==> src/rtl/instruction_loader.sv <==
// instruction_loader: packs a debug-UART byte stream into 32-bit instruction words and
// writes them to instruction memory at sequential word addresses, holding the pipeline
// stalled (out_load_busy) until the halt word is written or memory fills up.
// Optional feature macro: INSTR_CHECKSUM_EN (running XOR of written words, checked against
// a trailing 4-byte checksum word after the halt word; adds out_checksum).
module instruction_loader #(
    parameter int unsigned DEPTH     = 256,
    parameter int unsigned ADDR_W    = 8,
    parameter logic [31:0] HALT_WORD = 32'hFFFFFFFF
) (
    input  logic              clk,
    input  logic              rst,
    input  logic              in_start,
    input  logic [7:0]        in_rx_data,
    input  logic              in_rx_valid,
    output logic              out_wr_instruction,
    output logic [31:0]       out_data_instruction,
    output logic [ADDR_W-1:0] out_wr_address,
    output logic              out_load_busy,
    output logic              out_load_done,
    output logic [ADDR_W:0]   out_word_count,
    output logic              out_error
`ifdef INSTR_CHECKSUM_EN
    ,
    output logic [31:0]       out_checksum
`endif
);

    localparam logic [2:0] IDLE  = 3'd0;
    localparam logic [2:0] RECV  = 3'd1;
    localparam logic [2:0] WRITE = 3'd2;
    localparam logic [2:0] DONE  = 3'd3;
`ifdef INSTR_CHECKSUM_EN
    localparam logic [2:0] CHECK = 3'd4;
`endif

    localparam logic [ADDR_W-1:0] LastAddr = ADDR_W'(DEPTH - 1);

    logic [2:0]        stateQ, stateD;
    logic [1:0]        byteIdxQ, byteIdxD;
    logic [31:0]       asmQ, asmD;
    logic [31:0]       dataQ, dataD;
    logic [ADDR_W-1:0] addrQ, addrD;
    logic [ADDR_W:0]   countQ, countD;
    logic              errorQ, errorD;
    logic [31:0]       shiftedWord;
`ifdef INSTR_CHECKSUM_EN
    logic [31:0]       xorQ, xorD;
`endif

    // Big-endian assembly: every new byte enters at the bottom, the first byte ends up in 31:24.
    assign shiftedWord = {asmQ[23:0], in_rx_data};

    // Next-state and datapath updates for the load session.
    always_comb begin
        stateD   = stateQ;
        byteIdxD = byteIdxQ;
        asmD     = asmQ;
        dataD    = dataQ;
        addrD    = addrQ;
        countD   = countQ;
        errorD   = errorQ;
`ifdef INSTR_CHECKSUM_EN
        xorD     = xorQ;
`endif
        case (stateQ)
            IDLE, DONE: begin
                // Incoming bytes are ignored here; only a start pulse opens a session.
                if (in_start) begin
                    stateD   = RECV;
                    byteIdxD = 2'd0;
                    asmD     = 32'd0;
                    addrD    = '0;
                    countD   = '0;
                    errorD   = 1'b0;
`ifdef INSTR_CHECKSUM_EN
                    xorD     = 32'd0;
`endif
                end
            end
            RECV: begin
                if (in_rx_valid) begin
                    asmD = shiftedWord;
                    if (byteIdxQ == 2'd3) begin
                        byteIdxD = 2'd0;
                        dataD    = shiftedWord;
                        stateD   = WRITE;
                    end else begin
                        byteIdxD = byteIdxQ + 2'd1;
                    end
                end
            end
            WRITE: begin
                countD = countQ + (ADDR_W + 1)'(1);
`ifdef INSTR_CHECKSUM_EN
                xorD   = xorQ ^ dataQ;
`endif
                // A byte arriving during the write strobe starts the next word.
                if (in_rx_valid) begin
                    asmD     = shiftedWord;
                    byteIdxD = 2'd1;
                end
                // Address saturates at the last slot so it never points outside memory.
                if (addrQ != LastAddr) begin
                    addrD = addrQ + ADDR_W'(1);
                end
                if (dataQ == HALT_WORD) begin
`ifdef INSTR_CHECKSUM_EN
                    stateD = CHECK;
`else
                    stateD = DONE;
`endif
                end else if (addrQ == LastAddr) begin
                    stateD = DONE;
                    errorD = 1'b1;
                end else begin
                    stateD = RECV;
                end
            end
`ifdef INSTR_CHECKSUM_EN
            CHECK: begin
                // The checksum word is compared only, never written to memory.
                if (in_rx_valid) begin
                    asmD = shiftedWord;
                    if (byteIdxQ == 2'd3) begin
                        byteIdxD = 2'd0;
                        stateD   = DONE;
                        if (shiftedWord != xorQ) begin
                            errorD = 1'b1;
                        end
                    end else begin
                        byteIdxD = byteIdxQ + 2'd1;
                    end
                end
            end
`endif
            default: stateD = IDLE;
        endcase
    end

    // State registers; reset discards any partial word.
    always_ff @(posedge clk or posedge rst) begin
        if (rst) begin
            stateQ   <= IDLE;
            byteIdxQ <= 2'd0;
            asmQ     <= 32'd0;
            dataQ    <= 32'd0;
            addrQ    <= '0;
            countQ   <= '0;
            errorQ   <= 1'b0;
`ifdef INSTR_CHECKSUM_EN
            xorQ     <= 32'd0;
`endif
        end else begin
            stateQ   <= stateD;
            byteIdxQ <= byteIdxD;
            asmQ     <= asmD;
            dataQ    <= dataD;
            addrQ    <= addrD;
            countQ   <= countD;
            errorQ   <= errorD;
`ifdef INSTR_CHECKSUM_EN
            xorQ     <= xorD;
`endif
        end
    end

    assign out_wr_instruction   = (stateQ == WRITE);
    assign out_data_instruction = dataQ;
    assign out_wr_address       = addrQ;
    assign out_load_done        = (stateQ == DONE);
    assign out_word_count       = countQ;
    assign out_error            = errorQ;
`ifdef INSTR_CHECKSUM_EN
    assign out_load_busy        = (stateQ == RECV) || (stateQ == WRITE) || (stateQ == CHECK);
    assign out_checksum         = xorQ;
`else
    assign out_load_busy        = (stateQ == RECV) || (stateQ == WRITE);
`endif

endmodule

==> config.mk <==
export PLATFORM = sky130hd
export DESIGN_NAME = instruction_loader
export DESIGN_NICKNAME = d
export VERILOG_FILES = /design/src/rtl/instruction_loader.sv
export SDC_FILE = /design/constraint.sdc
export NUM_CORES = 1
export LEC_CHECK = 0
export CORE_ASPECT_RATIO = 0.5
export CORE_MARGIN = 8
export CORE_UTILIZATION = 40
export DETAILED_ROUTE_END_ITERATION = 10
export GPL_TIMING_DRIVEN = 0
export HOLD_SLACK_MARGIN = 0.12
export PLACE_DENSITY = 0.67
export REMOVE_ABC_BUFFERS = 1
export SETUP_SLACK_MARGIN = 0.02
export SYNTH_ARGS = -nofsm -noshare
export SYNTH_HDL_FRONTEND = slang
export SYNTH_SLANG_ARGS = --single-unit
==> constraint.sdc <==
create_clock -name clk -period 2.5 [get_ports clk]
set_clock_uncertainty 0.15 [all_clocks]
set_input_delay 0.25 -clock clk [delete_from_list [all_inputs] [get_ports clk]]
set_output_delay 0.25 -clock clk [all_outputs]
set_load 0.01 [all_outputs]
==> impl_metrics.toml, run 1 <==
[route]
ant_nets = 0
avgRoutedWirePerCell_um = 17.1
vias_per_cell = 5.29
routed_wirelength_mm = 7.70
first_pass_iters = 4
detail_route.iter0.violations = 131
drc_errors = 0
vias = 2384

[sta]
setup_tns_ps = 0
setup_ws_ps = 201
relSlewSlack_pct = 61.2
layout_min_cycle_time_ps = 2300
min_period_over_period_pct = 92.0
slew_violations = 0
finalSetupViolations = 0
rsz0062_at_grt = "no"
tightest_slew_ps = 570
hold_violations = 0
max_freq_mhz = 435

[power_and_ir_drop]
ir_drop_v = 0.000469
leakagePower_nw = 1.98
total_power_w = 0.00509
powerDensity_nw_per_um2 = 1130

[final_layout]
final_cell_mix = "dfrtp_1 (78), clkdlybuf4s50_1 (64), mux2_2 (32), a22o_1 (25), nor2_1 (16)"
fin_nets = 354
fin_cells = 451
stdcell_area_sq_um = 4490
area_growth_syn_to_layout_pct = 33.7
fillers = 670
drive_gt1_share_pct = 17.4
antenna_cells = 0
final_common_cell = "dfrtp_1"

[critical_path]
critPathCaptureType = "primary output"
crit_arrival_ps = 1900
cp_slowest_cell = "clkdlybuf4s50_1"
path_common_cell = "inv_1"
setup.worst_path.start_class = "flip-flop"
path_cells = "inv_1, ha_1, inv_1, clkdlybuf4s50_1"
slowest_delay_ps = 540
worstPathMaxFanout = 9
crit_type = "reg -> out"
required_ps = 2100

[place]
dp_hpwl_mm = 5.58
post-place-ws_ps = 69.2
numPortBuffers = 64
routabilityCongestion = 0.757
place_area_sq_um = 4160
dp_cells = 435

[cts]
cts_buffer_depth = 2
clk_pin_slew_ps = 60
h-tree-depth = 3
clock-sinks = 78
cts_root_buffer = "clkbuf_16"
clock_latency_ps = 330
cts_tree = "done"
cts_buffers = 9
post-cts-setup-buffers = 0

[floorplan]
io_pins = 65
num_rows = 23
fp.dieH_um = 80.8
placeableCoreArea_sq_um = 8090
dieArea_sq_um = 11800
initial_utilization_pct = 41.5
die_w_um = 146

[synth]
synthArstFlopShare_pct = 100
netlist-cell-type-count = 43
yosysTopAreaCell = "dfrtp_1"
synthTopCellsByArea = "dfrtp_1 (58%), mux2_2 (11%), a22o_1 (6.5%)"
synth_ff_type = "dfrtp_1"
synth_top_area_share_pct = 58.1
yosysWarnings = 0
syn_inst = 268
synth.avg_cell_area_sq_um = 12.5
synth_edf_count = 0
ys_seq_area_share_pct = 58.1
ys_ff_latch = 78
synth_area_sq_um = 3360

[run]
drv_cap = 0

[grt]
grt_use_total_pct = 13.6
use_met2_pct = 24.2
grt_overflow = 0
grt_pass1_wl_mm = 12.7
antenna_found_initial = 0
grt_pass1_vias = 2442
grt-busiest-layer = "met2"
use_met3_pct = 4.21
grtUsageMet1_pct = 15.4
grt_max_degree = 53

[run_status]
status = "complete, no violations"

[worst_hold_path]
hp-class = "reg -> reg"
metal layers:
layer / vias to the layer above / routed length, um / share of wire [%]
li1: 1128 / - / -
met1: 1199 / 3400 / 44
met2: 52 / 3870 / 50
met3: 5 / 361 / 4.7
met4: 0 / 74 / 0.96
met5: - / 0 / 0
final timing paths:
check                          start                  endpoint  slack, ps  depth (start not counted)
max                        stateQ[0]             out_load_busy        200                          4
min                         asmQ[23]                  asmQ[23]        350                          1
max reg2reg                stateQ[0]         out_word_count[8]        220                          6
min reg2reg                 asmQ[23]                  asmQ[23]        350                          1
max in group asynchronous        rst         out_word_count[2]        950                          4
min in group asynchronous        rst  out_data_instruction[29]        680                          3
kinds of logic (layout without fill, tap and decap cells):
kind of cell,count (synthesis),after routing,share of synthesized area [%]
AND/OR/NAND/NOR,70,70,11.3
XOR/XNOR,8,8,2.09
adder cells (fa/ha/maj),7,7,2.61
buffers and inverters,18,89,2.27
AO/OA/AOI/OAI,52,52,11.9
multiplexers,35,35,11.8
flip-flops,78,78,58.1
sequential cells by signal, summed over array words and instances (netlist names):
name	count
out_wr_address	8
byteIdxQ	2
out_data_instruction	32
stateQ	2
out_word_count	9
asmQ	24
out_error	1
report_power, final:
group          internal (W)  total (W)  switching (W)
sequential          0.00167    0.00202       0.000351
clock              0.000867    0.00135       0.000484
combinational      0.000904    0.00172       0.000815
total               0.00344    0.00509        0.00165
synth_stat cells, types with 5 or more instances:
cell type,instances
dfrtp_1,78
mux2_2,32
a22o_1,25
nor2_1,16
nand2_1,15
nand4_1,10
nand3_1,8
ha_1,7
o21ai_0,7
a21oi_1,6
inv_1,6
xnor2_1,5
final cells by class:
cell class,count,area (sq um),share of cell area [%]
clock buffers,9,225,5.02
flip-flops and latches,78,1950,43.5
repair buffers,68,708,15.8
clock inverters,6,86.3,1.92
well taps,112,140,3.12
multi-input cells,172,1350,30.1
inverters,6,25.0,0.558
worst max-delay path: cells and delay by family, from the launching register on:
family | cells | cell delay [ps]
buffers and inverters | 3 | 720
flip-flops | 1 | 410
adder cells (fa/ha/maj) | 1 | 440
per-stage QoR:
step                      hold slack, ps  utilization, %
after global routing                 364            55.5
after floorplan                      240               -
after detailed placement             329            51.4
final                                346            55.5
after global placement               331            50.5
after CTS                            354            55.4
what timing repair did:
| action | in CTS | in global routing |
|---|---|---|
| setup endpoints to repair | 0 | 7 |
| hold endpoints to repair | 26 | 0 |
| hold buffers | 1 | 0 |
| gates resized for setup | 0 | 2 |
Power figures use the tool's default switching activity.
==> run 2, diff against run 1 <==
--- a/config.mk
+++ b/config.mk
@@ -10,10 +10,11 @@
 export CORE_UTILIZATION = 40
 export DETAILED_ROUTE_END_ITERATION = 10
 export GPL_TIMING_DRIVEN = 0
-export HOLD_SLACK_MARGIN = 0.12
+export HOLD_SLACK_MARGIN = 0.06
 export PLACE_DENSITY = 0.67
 export REMOVE_ABC_BUFFERS = 1
 export SETUP_SLACK_MARGIN = 0.02
+export SKIP_LAST_GASP = 1
 export SYNTH_ARGS = -nofsm -noshare
 export SYNTH_HDL_FRONTEND = slang
 export SYNTH_SLANG_ARGS = --single-unit
==> run 2 against run 1 <==
Effect of this change:
- register-to-register slack barely moved
- combinational power about the same
- clock-buffer cell count unchanged
- worst hold slack worse by 240 ps
- via count down 0.34%
- sequential cell count unchanged
- wire length hardly changed
- first-iteration DRC count rose by 9.2%
- sequential power barely moved
- final area shrank 0.22%
- critical endpoint unchanged
- highest routed layer unchanged
==> impl_metrics.toml, run 2 (synthesis results as in run 1) <==
[final_layout]
regArea_sq_um = 1950
fin_nets = 353
stdcell_area_sq_um = 4480
fillers = 671
drive_gt1_share_pct = 17.5
largest_reg_flops = 32
area_growth_syn_to_layout_pct = 33.4
antenna_cells = 0
final_common_cell = "dfrtp_1"
multi_input_comb_area_sq_um = 1350
final_cell_mix = "dfrtp_1 (78), clkdlybuf4s50_1 (64), mux2_2 (32), a22o_1 (25), nor2_1 (16)"
fin_cells = 450

[power_and_ir_drop]
ir_drop_v = 0.000469
powerDensity_nw_per_um2 = 1130
total_power_w = 0.00508
leakagePower_nw = 1.98

[critical_path]
crit_arrival_ps = 1900
required_ps = 2100
ff2ff_path_depth = 6
setup.worst_path.start_class = "flip-flop"
crit_type = "reg -> out"
path_common_cell = "inv_1"
slowest_delay_ps = 540
rrSetupSlack_ps = 220
cp_slowest_cell = "clkdlybuf4s50_1"
path_cells = "inv_1, ha_1, inv_1, clkdlybuf4s50_1"
critPathCaptureType = "primary output"
worstPathMaxFanout = 9

[route]
avgRoutedWirePerCell_um = 17.1
vias_per_cell = 5.28
drc_errors = 0
ant_nets = 0
detail_route.iter0.violations = 143
first_pass_iters = 4
routed_wirelength_mm = 7.70
vias = 2376

[grt]
grt_use_total_pct = 13.5
antenna_found_initial = 0
grt_pass1_wl_mm = 12.7
grt_max_degree = 53
grt_overflow = 0
grt_pass1_vias = 2427

[worst_hold_path]
hp-class = "in -> async"

[floorplan]
initial_utilization_pct = 41.5
num_rows = 23
io_pins = 65
dieArea_sq_um = 11800
fp.dieH_um = 80.8
die_w_um = 146
placeableCoreArea_sq_um = 8090

[sta]
relSlewSlack_pct = 60.6
slew_violations = 0
timing.hold.ws_ps = 109
layout_min_cycle_time_ps = 2300
rsz0062_at_grt = "no"
max_freq_mhz = 435
tightest_slew_ps = 580
min_period_over_period_pct = 91.9
setup_tns_ps = 0
finalSetupViolations = 0
hold_violations = 0

[cts]
cts_tree = "done"
cts_buffer_depth = 2
clock_latency_ps = 330
cts_buffers = 9
post-cts-setup-buffers = 0
cts_resized = 0
clock-sinks = 78
ctsHoldBuffers = 0
h-tree-depth = 3
cts_root_buffer = "clkbuf_16"
clk_pin_slew_ps = 60

[place]
place_area_sq_um = 4160
dp_hpwl_mm = 5.58
numPortBuffers = 64
routabilityCongestion = 0.757
dp_cells = 435

[run_status]
status = "complete, no violations"

[run]
drv_cap = 0
[run 2: power by group]
part	internal, W	total [W]	leakage (nW)	switching [W]
Sequential	0.00167	0.00202	1.06	0.000350
Clock	0.000867	0.00135	0.152	0.000482
Combinational	0.000903	0.00172	0.769	0.000813
[run 2: per-layer routing]
| metal | up-vias | global-route usage, % | wire, um |
|---|---|---|---|
| met5 | - | 0 | 0 |
| met4 | 0 | 5.25 | 75 |
| met3 | 5 | 4.21 | 346 |
| met2 | 41 | 23.8 | 3910 |
| met1 | 1200 | 15.6 | 3370 |
| li1 | 1130 | - | - |
[run 2: path summary, 6_finish.rpt]
| kind | endpoint | from |
|---|---|---|
| setup / recovery | out_load_busy | stateQ[0] |
| hold / removal | out_data_instruction[29] | rst |
| setup reg to reg | out_word_count[8] | stateQ[0] |
| hold reg to reg | asmQ[23] | asmQ[23] |
| max in group asynchronous | out_word_count[2] | rst |
| min in group clk | asmQ[23] | asmQ[23] |
[run 2: area by class of cell]
| class | count | share of cell area (%) |
|---|---|---|
| clock buffer | 9 | 5.03 |
| clock inverter | 6 | 1.93 |
| inverter | 6 | 0.559 |
| multi-input combinational | 172 | 30.2 |
| sequential | 78 | 43.6 |
| tap | 112 | 3.13 |
| timing repair buffer | 67 | 15.6 |
[run 2: per-stage QoR]
step | setup slack [ps] | utilization [%]
after detailed placement | 69.2 | 51.4
final | 202 | 55.4
after global placement | -1510 | 50.5
after global routing | 43.2 | 55.4
after CTS | 39.2 | 55.2
after floorplan | -352 | -
[run 2: critical path: cells and delay by family, from the launching register on]
| family | cells | cell delay, ps |
|---|---|---|
| buffers and inverters | 3 | 720 |
| flip-flops | 1 | 410 |
| adder cells (fa/ha/maj) | 1 | 440 |
==> RTL edit 1, RTL diff (flow settings as in run 2) <==
The option `INSTR_CHECKSUM_EN` is turned on by a define.
--- a/src/rtl/instruction_loader.sv
+++ b/src/rtl/instruction_loader.sv
@@ -4,4 +4,6 @@
 // Optional feature macro: INSTR_CHECKSUM_EN (running XOR of written words, checked against
 // a trailing 4-byte checksum word after the halt word; adds out_checksum).
+`define INSTR_CHECKSUM_EN
+
 module instruction_loader #(
     parameter int unsigned DEPTH     = 256,
Behaviour (old outputs only; new: out_checksum): not the same (Yosys sat finds a counterexample within 10 cycles, from zero or initial values and one cycle with rst high).
==> RTL edit 1 against run 2 <==
- the run now ends with setup timing left
- final area grew 49%
- first-iteration DRC count grew to 2.6 times the old value
- power grew 52%
- clock power grew 7%
- hold slack gained 0.046 ns
- synthesized area grew 54%
- wire length grew 91%
- sequential cell count grew 33
- critical path depth grew 1
- worst setup slack lost 0.23 ns
- highest routed layer unchanged
==> RTL edit 1: results <==
[finish]
drive_gt1_share_pct = 11.6
fin_nets = 613
buf_share_pct = 15.3
fillerInstances = 1137
layout.cells.non_filler = 773
signal_buffers = 100
multi_input_gates = 368
nonClockInverterCount = 8
clock_buffers = 10
multi_input_comb_area_sq_mm = 0.00229
design_area_sq_mm = 0.00667
clkCellAreaFrac_pct = 4.50

[cts]
clkTransAtPathRegs_ns = 0.08
ctsResizeCount = 11
cts.sinks = 111
clock_latency_ns = 0.36

[sta]
slew_headroom_pct = 41.1
setup_violations = 2
setup_tns_ns = -0.0374
setup_slack_ns = -0.0245

[placed_design]
placement.cell_area_sq_mm = 0.00626
pre_cts_ws_ns = -0.454
gp_congestion = 0.800
dp_cells = 750
port_buffers = 96

[synthesis]
synthCells = 504
synth_cell_type_count = 52
synthAdderAreaFrac_pct = 0.727
yosys-top-cells-count = "dfrtp_1, nand2_1, o21ai_0"
synthXorXnorAreaFrac_pct = 7.10

[worst_setup_path]
cp_top_family = "simple AND/OR/NAND/NOR gates"
critical_path.max_stage_delay_ns = 0.60
cpMaxStageDelayCell = "nor4_1"
cp_max_fo = 14

[global_route]
grt_pass1_vias = 4067
use_met2_pct = 28.8
grt_usage_pct = 17.8
grtUsageMet1_pct = 24.2
grt_max_degree = 71

[run_status]
status = "finished with violations"
violations = "setup timing"

[drt]
routed_wl_um = 14700
met1Wirelength_um = 6550
dr_wl_met2_um = 6990
drt_iter0_markers = 375
wl_met3_um = 1100

[pwr]
seq-power_mw = 3.21
peakVddDrop_mv = 0.429
p_clk_share_pct = 18.6
p_switching_mw = 3.02
RTL edit 1: cell count changes in the layout (fill, tap and decap cells not counted), sizes merged, moves of 4 or more:
cell	delta
nand2	+83
nand4	+12
xnor2	+30
clkdlybuf4s50	+32
dfrtp	+33
o21ai	+59
inv	+4
nand3	+32
and2	+4
ha	-4
a22o	-24
a22oi	+4
RTL edit 1: worst paths after layout:
path	slack [ns]	from	depth (start not counted)	end
min in group clk	0.33	out_word_count[8]$_DFFE_PP0P_	1	out_word_count[8]$_DFFE_PP0P_
worst min register to register	0.33	out_word_count[8]$_DFFE_PP0P_	1	out_word_count[8]$_DFFE_PP0P_
worst min-delay path	0.16	rst	2	out_wr_address[1]$_DFFE_PP0P_
worst max-delay path	-0.02	stateQ[2]$_DFFE_PP0P_	5	out_error$_DFFE_PP0P_
max in group asynchronous	1.31	rst	3	stateQ[0]$_DFFE_PP0P_
worst max register to register	-0.02	stateQ[2]$_DFFE_PP0P_	5	out_error$_DFFE_PP0P_
==> RTL edit 2, RTL diff (config.mk and constraints of run 2) <==
Without the edit above. Reset style: synchronous (`rst`), changed in one clocked block.
--- a/src/rtl/instruction_loader.sv
+++ b/src/rtl/instruction_loader.sv
@@ -140,5 +140,5 @@
 
     // State registers; reset discards any partial word.
-    always_ff @(posedge clk or posedge rst) begin
+    always_ff @(posedge clk) begin
         if (rst) begin
             stateQ   <= IDLE;
Behaviour: differs if rst is asserted again (counterexample within 4 cycles, from zero or initial values and one cycle with rst high); with rst held inactive, the same outputs for 4 cycles.
==> RTL edit 2 against run 2 <==
- count of clock-buffer cells in the layout is 2 higher
- final area decreased by 5.5%
- sequential cell count unchanged
- synthesized area down 6.2%
- synthesized cell count grew 40%
- worst setup slack gained 0.086 ns
- wire length rose by 4.1%
Power is not compared: it rests on default switching activity, and its combinational part moved more than twofold at a synthesized area within 25%.
==> RTL edit 2: results <==
[drt]
via_per_inst = 5.13
drt_iter0_markers = 158
wire_per_inst_um = 14.7
drt-pass1-iter-count = 4

[worst_hold_path]
hold_start = "rst"
hold_path.class = "input port to flip-flop"

[cts]
clkTransAtPathRegs_ns = 0.06
cts.path.max_buffers = 2
clock_latency_ns = 0.34
cts_max_level = 3
root_buffer = "clkbuf_16"
cts_made_buffers = 9

[placed_design]
placement.cell_area_sq_mm = 0.00388
port_buffers = 64
pre_cts_ws_ns = 0.0807
dp_hpwl_um = 5330
gp_congestion = 0.713

[synthesis]
async_flop_share_pct = 0
synthFlopType = "dfxtp_1"
yosys-top-cells-count = "nand2_1, dfxtp_1, a21oi_1"
synth_area_leaders = "dfxtp_1, nand2_1, a21oi_1"
synth_cell_type_count = 43
yosysSeqAreaShare_pct = 49.6
synth.yosys.warnings = 0

[sta]
tightest_slew_ns = 0.607

[worst_setup_path]
worstSetupStartpoint = "stateQ[0]$_SDFFE_PP0P_"
cp.arrival_ns = 2.31
cp_max_fo = 10

[global_route]
grt_pass1_vias = 2564
grt_max_degree = 48
grt_pass1_wl_um = 13200
grt_usage_pct = 14.7
antenna_found_initial = 0

[finish]
n_antenna_cell = 0
drive_gt1_share_pct = 6.45
fillerInstances = 770
fin_nets = 448
largest_reg_flops = 32

[pwr]
peakVddDrop_mv = 0.387
p_int_mw = 2.53
power.leakage_nw = 1.39
cellPowerDensity_mw_per_mm2 = 856

[run_status]
status = "finished clean"
==> RTL edit 2: cell types whose count changed after synthesis, moves of 15 or more <==
cell and delta:
clkbuf_1 +15, a22oi_1 +24, nor2_1 +21, mux2_2 -32
dfxtp_1 +78, a22o_1 -25, dfrtp_1 -78, nand2_1 +67
a21oi_1 +39
==> RTL edit 2: kinds of logic (layout without fill, tap and decap cells) <==
family,after synthesis,in the layout,share of synthesized area [%]
and+or+nand+nor,166,166,24.0
xor gates and xnor gates,6,6,1.67
DFF,78,78,49.6
muxes,3,3,1.23
adders and majority gates,7,7,2.78
AOI/OAI and AO/OA,86,86,17.1
buffers and inverters,28,88,3.62
==> RTL edit 2: per-stage QoR <==
stage,std cells,hold WS (ns),util (%)
CTS,545,0.194,53.8
global placement,526,0.290,48.9
floorplan,350,0.169,-
global route,546,0.219,54.0
detailed placement,529,0.292,49.6
finish,546,0.207,54.0
==> RTL edit 2: area by class of cell <==
class	instances	share of cell area, %
repair buffers	68	16.6
multi-input cells	268	35.2
clock inverters	5	1.95
clock buffers	11	5.74
inverters	4	0.355
flip-flops and latches	78	36.9
well taps	112	3.31
==> RTL edit 2: what timing repair did <==
action / in CTS / in global routing
buffers inserted: 0 / 0
hold buffers: 0 / 0
setup endpoints to repair: 0 / 42
resized for setup: 0 / 3
==> RTL edit 2: worst max-delay path, stage by stage (launching register included) <==
cell      delay [ns]
dfxtp_1         0.42
inv_1           0.07
ha_2            0.44
mux2i_2         0.56
o21bai_2        0.25
nor3_1          0.25
==> RTL edit 2: power groups by stage <==
stage	logic (mW)	registers [mW]	clock network, mW
2_1_floorplan	0.509	1.38	0
3_3_place_gp	0.753	1.39	0
3_5_place_dp	0.828	1.39	0
4_1_cts	0.833	1.36	1.45
5_1_grt	0.925	1.37	1.50
6_report	0.843	1.36	1.42
==> RTL edit 2: metal layers <==
metal / global-route usage (%) / wire [um] / vias to the layer above
li1: - / - / 1421
met1: 18.7 / 3700 / 1321
met2: 22.7 / 3760 / 54
met3: 5.92 / 468 / 7
met4: 4.57 / 85 / 0
met5: 0 / 0 / -
==> RTL edit 2: final timing paths <==
kind / depth (start not counted) / slack [ns] / to
setup / recovery: 5 / 0.29 / out_error$_SDFFE_PP0P_
hold reg to reg: 2 / 0.30 / out_data_instruction[26]$_SDFFE_PP0P_
hold / removal: 2 / 0.21 / asmQ[17]$_SDFFE_PP0P_
setup reg to reg: 5 / 0.29 / out_error$_SDFFE_PP0P_
